==> config.mk <==
export PLATFORM = sky130hd
export DESIGN_NAME = onehot_decoder_queue
export DESIGN_NICKNAME = d
export VERILOG_FILES = /design/src/rtl/onehot_decoder_queue.sv
export SDC_FILE = /design/constraint.sdc
export NUM_CORES = 1
export LEC_CHECK = 0
export ABC_CLOCK_PERIOD_IN_PS = 2200
export CORE_MARGIN = 1.5
export CORE_UTILIZATION = 64
export CTS_BUF_LIST = sky130_fd_sc_hd__clkbuf_8
export DETAILED_ROUTE_END_ITERATION = 8
export DONT_BUFFER_PORTS = 1
export GPL_ROUTABILITY_DRIVEN = 0
export GPL_TIMING_DRIVEN = 0
export PLACE_DENSITY = 0.9
export REMOVE_ABC_BUFFERS = 1
export SLEW_MARGIN = 20
export SYNTH_ARGS = -nofsm -noshare
export SYNTH_HDL_FRONTEND = slang
export SYNTH_SLANG_ARGS = --single-unit
==> constraint.sdc <==
create_clock -name clk -period 2.2 [get_ports clk]
set_clock_uncertainty 0.15 [all_clocks]
set_input_delay 0.33 -clock clk [delete_from_list [all_inputs] [get_ports clk]]
set_output_delay 0.33 -clock clk [all_outputs]
set_load 0.005 [all_outputs]
==> src/rtl/onehot_decoder_queue.sv <==
// ADDR_W -> 2**ADDR_W one-hot decoder behind a DEPTH-entry valid/ready FIFO.
// Decoding happens at push time, so stored select vectors stay stable until they are popped.
module onehot_decoder_queue #(
  parameter int ADDR_W = 2,
  parameter int DEPTH  = 2
) (
  input  logic                       clk,
  input  logic                       reset_n,
  input  logic                       flush,
  input  logic                       in_valid,
  output logic                       in_ready,
  input  logic [ADDR_W-1:0]          in_addr,
  input  logic                       in_enable,
  input  logic                       in_bcast,
  output logic                       out_valid,
  input  logic                       out_ready,
  output logic [(1<<ADDR_W)-1:0]     out_decoded,
  output logic [ADDR_W-1:0]          out_addr,
  output logic [$clog2(DEPTH+1)-1:0] count
);

  localparam int OUT_W = 1 << ADDR_W;
  localparam int PTR_W = $clog2(DEPTH);
  localparam int CNT_W = $clog2(DEPTH + 1);

  typedef struct packed {
    logic [OUT_W-1:0]  vec;
    logic [ADDR_W-1:0] addr;
  } entry_t;

  entry_t           mem_q [DEPTH];
  entry_t           ent;
  logic [PTR_W-1:0] wr_q, wr_d;
  logic [PTR_W-1:0] rd_q, rd_d;
  logic [CNT_W-1:0] cnt_q, cnt_d;
  logic             push, pop;

  assign out_valid = (cnt_q != '0);
  assign in_ready  = (cnt_q != CNT_W'(DEPTH));
  assign push      = in_valid & in_ready;
  assign pop       = out_valid & out_ready;
  assign count     = cnt_q;

  // Disabled requests store a clean zero entry so X on addr/bcast never lands in the queue.
  always_comb begin
    ent = '0;
    if (in_enable) begin
      ent.addr = in_addr;
      ent.vec  = in_bcast ? '1 : (OUT_W'(1) << in_addr);
    end
  end

  always_comb begin
    wr_d  = wr_q;
    rd_d  = rd_q;
    cnt_d = cnt_q;
    if (flush) begin
      wr_d  = '0;
      rd_d  = '0;
      cnt_d = '0;
    end else begin
      if (push) wr_d = wr_q + PTR_W'(1);
      if (pop)  rd_d = rd_q + PTR_W'(1);
      unique case (1'b1)
        push & ~pop: cnt_d = cnt_q + CNT_W'(1);
        pop & ~push: cnt_d = cnt_q - CNT_W'(1);
        default:     cnt_d = cnt_q;
      endcase
    end
  end

  always_ff @(posedge clk or negedge reset_n) begin
    if (!reset_n) begin
      wr_q  <= '0;
      rd_q  <= '0;
      cnt_q <= '0;
    end else begin
      wr_q  <= wr_d;
      rd_q  <= rd_d;
      cnt_q <= cnt_d;
    end
  end

  always_ff @(posedge clk or negedge reset_n) begin
    if (!reset_n) begin
      mem_q <= '{default: '0};
    end else if (push && !flush) begin
      mem_q[wr_q] <= ent;
    end
  end

  // Empty queue presents zeros rather than whatever the head slot last held.
  assign out_decoded = out_valid ? mem_q[rd_q].vec  : '0;
  assign out_addr    = out_valid ? mem_q[rd_q].addr : '0;

endmodule
==> tab_implementation.tex <==
\begin{tabular}{lr}
\hline
Metric & Value \\
\hline
\multicolumn{2}{l}{\textbf{Setup path}} \\
Delay-heaviest family, CP & simple AND/OR/NAND/NOR gates \\
CP startpoint & count[1] \\
Kind of launch point of the worst setup path & flip-flop \\
Flop-to-flop setup slack & between 300 and 400 ps \\
Series of cell instances along the critical path & nor2b\_2 > nor4b\_4 > mux2\_2 \\
Signal arrival time at the worst endpoint & 1850 ps \\
Endpoint class of the critical path & flip-flop \\
Kind of critical path & reg2reg \\
Highest net fanout along the worst path & 7 \\
Crit path required time & between 2000 and 2500 ps \\
Worst Reg2Reg Path Length in Cells & 3 \\
Library cell contributing the largest single delay on the critical path & sky130\_fd\_sc\_hd\_\_nor4b\_4 \\
Termination of the worst setup path & mem\_q[1] \\
Terminus of the critical flop-to-flop path & mem\_q[1] \\
Buffers \& Inverters on Critical Path & 0 \\
Largest stage delay on the critical path & around 500 ps \\
Worst reg2reg startpoint & count[1] \\
Number of gates on the worst path with buffers counted & 3 \\
\multicolumn{2}{l}{\textbf{Timing}} \\
Count of endpoints failing setup in the final report & 0 \\
Final critical-path share of the clock period & 84.7\% \\
Final Hold Violating Endpoints & 0 \\
Tightest slew margin relative to the limit & between 50\% and 60\% \\
Slew at the pin closest to its max-slew limit & approximately 720 ps \\
Fmax & around 0.54 GHz \\
Count of pins over their slew limit & 0 \\
Summed negative setup slack over all endpoints & 0 ps \\
Unrepaired setup endpoints after global routing & no \\
Shortest period the worst path allows & between 1500 and 2000 ps \\
\multicolumn{2}{l}{\textbf{Detailed routing}} \\
Initial DRT Pass Iterations & 4 \\
DRC Markers & 0 \\
Vias per Instance & approximately 6 \\
Final antenna-violating net count & 0 \\
Average wire per standard cell & $\sim$17 um \\
Final wirelength & about 1700 um \\
DR iter-0 viols & 10 \\
Total via count in the routed design & about 600 \\
\multicolumn{2}{l}{\textbf{Clocking}} \\
Gates resized, CTS repair & 0 \\
Number of buffers between clock root and the deepest sink & 2 \\
Clock-pin slew on the worst setup and hold paths & approximately 60 ps \\
Maximum level of the CTS H-tree & 1 \\
Skew-Pair Late Insertion Delay & roughly 250 ps \\
TritonCTS clock tree & done \\
CTS root buf & sky130\_fd\_sc\_hd\_\_clkbuf\_8 \\
Number of clock sinks & 16 \\
Num CTS Buffers & 3 \\
\multicolumn{2}{l}{\textbf{Finish}} \\
Area Overhead vs Synth & 8.44\% \\
Number of filler cells placed in the layout & slightly below 90 \\
Diodes inserted & 0 \\
Leading cell type in the layout, fill and taps excluded & sky130\_fd\_sc\_hd\_\_dfrtp\_1 \\
Area of combinational cells with multiple inputs & around 420 um2 \\
End-of-flow core utilization & 73.5\% \\
Most used cells in the layout excluding fill and tap cells & sky130\_fd\_sc\_hd\_\_dfrtp\_1 (16), sky130\_fd\_sc\_hd\_\_mux2i\_1 (13), sky130\_fd\_sc\_hd\_\_nor2\_1 (9), sky130\_fd\_sc\_hd\_\_inv\_1 (8), sky130\_fd\_sc\_hd\_\_mux2\_2 (6) \\
Layout cell share with drive strength beyond 1 & 16.9\% \\
Nets & between 90 and 100 \\
Combined flip-flop and latch cell area & 400 um2 \\
\multicolumn{2}{l}{\textbf{Floorplanning}} \\
\# rows & 13 \\
Die area & about 1600 um2 \\
Die height & approximately 40 um \\
Std-Cell Core Area & about 1300 um2 \\
Starting Density & $\sim$68\% \\
Chip width & between 30 and 40 um \\
I/O pin count & 19 \\
\multicolumn{2}{l}{\textbf{Yosys}} \\
Ys flop type & sky130\_fd\_sc\_hd\_\_dfrtp\_1 \\
Number of standard cells after synthesis & 80 \\
Number of distinct library cell variants in the gate-level netlist after synthesis & 21 \\
Area of the mapped netlist & between 800 and 900 um2 \\
Sequential share of the synthesized area & 46.6\% \\
Portion of synthesized cell area occupied by the leading cell type & a little under half \\
Dominant cell type by area after synthesis & sky130\_fd\_sc\_hd\_\_dfrtp\_1 \\
Post-synthesis sequential element count & 16 \\
Post-synthesis average cell area & roughly 11 um2 \\
YS warnings & 0 \\
Number of flops mapped to enable cells by yosys & 0 \\
Fraction of synthesis flops using an asynchronous set or reset pin & between 90\% and 100\% \\
Top cells by area, synth & sky130\_fd\_sc\_hd\_\_dfrtp\_1 (47\%), sky130\_fd\_sc\_hd\_\_mux2i\_1 (15\%), sky130\_fd\_sc\_hd\_\_mux2\_2 (7.9\%) \\
\multicolumn{2}{l}{\textbf{Global route}} \\
Number of global-route vias before repair & 566 \\
Initial antenna violation count & 0 \\
All-layer global routing usage & 26.1\% \\
Maximum number of pins on one net before global-route repair & 17 \\
Residual overflow from global routing & 0 \\
Wire length of the first global-routing pass & 2500 um \\
\multicolumn{2}{l}{\textbf{Hold path}} \\
Hold WC Path Type & in2reg \\
\multicolumn{2}{l}{\textbf{Power and ir drop}} \\
Leakage power total & just under 0.4 nW \\
Power after layout & approximately 0.74 mW \\
Worst supply voltage drop on vdd & 0.579 mV \\
Power per unit of standard cell area & between 700 and 800 nW/um2 \\
\multicolumn{2}{l}{\textbf{Place}} \\
Port Buffer Count & 0 \\
Half-perimeter wire length of the detailed placement result & 1120 um \\
\multicolumn{2}{l}{\textbf{Run status}} \\
Status & finished, final reports clean \\
\multicolumn{2}{l}{\textbf{Run}} \\
Max-capacitance violation count & 0 \\
\hline
\end{tabular}
[through the flow]
| step | std cells | instance area, um2 | hold slack (ps) | setup slack, ps |
|---|---|---|---|---|
| floorplan | 78 | 852 | -116 | 521 |
| detailed placement | 93 | 871 | -115 | 355 |
| global placement | 93 | 871 | -115 | 383 |
| global route | 98 | 932 | 132 | 281 |
| CTS | 98 | 932 | 93.0 | 346 |
| finish | 98 | 932 | 126 | 337 |
[cell type report]
type	count	share of cell area [%]
tap	15	2.01
sequential	16	43.0
multi-input combinational	53	44.8
clock buffer	3	4.43
inverter	9	3.62
timing repair buffer	2	2.15
[cells in the mapped netlist, types with 2 or more instances]
cell                       count
sky130_fd_sc_hd__and2_1        2
sky130_fd_sc_hd__dfrtp_1      16
sky130_fd_sc_hd__mux2_2        6
sky130_fd_sc_hd__nor2b_1       3
sky130_fd_sc_hd__mux2i_1      13
sky130_fd_sc_hd__nor2_1        9
sky130_fd_sc_hd__inv_1         8
sky130_fd_sc_hd__o21ai_0       5
sky130_fd_sc_hd__a21oi_1       5
sky130_fd_sc_hd__clkbuf_1      2
[repair_timing]
action	CTS	global route
hold buffers	2	0
setup buffers	0	0
hold endpoints to repair	20	0
[logic make-up after synthesis]
logic type,synth area share [%]
multiplexers,23.0
flip-flops,46.6
AO/OA/AOI/OAI,7.57
XOR/XNOR,1.02
AND/OR/NAND/NOR,17.0
buffers and inverters,4.80
[sequential cells by signal, summed over array words and instances (netlist names)]
register  flops
mem_q        12
rd_q          1
wr_q          1
count         2
[layer usage]
metal	vias to the layer above	part of all wire (%)	track usage, %
met5	-	0	0
met4	0	3.1	19.0
met3	6	3.1	5.11
met2	18	50	41.0
met1	283	44	31.3
li1	279	-	-
[power breakdown]
group	switching, mW	leakage, nW	total [mW]	internal, mW
clock	0.0954	0.0216	0.217	0.121
sequential	0.0391	0.204	0.390	0.351
combinational	0.0628	0.169	0.131	0.0684
[worst min-delay path by stage]
stage,depth (start not counted),start,end,slack [ps]
after global placement,0,reset_n,mem_q[7],-120
after global routing,2,out_ready,count[1],130
after CTS,2,out_ready,count[1],90
after detailed placement,0,reset_n,mem_q[0],-120
after floorplan,0,reset_n,count[0],-120
final,2,out_ready,count[1],130
Power figures use the tool's default switching activity.
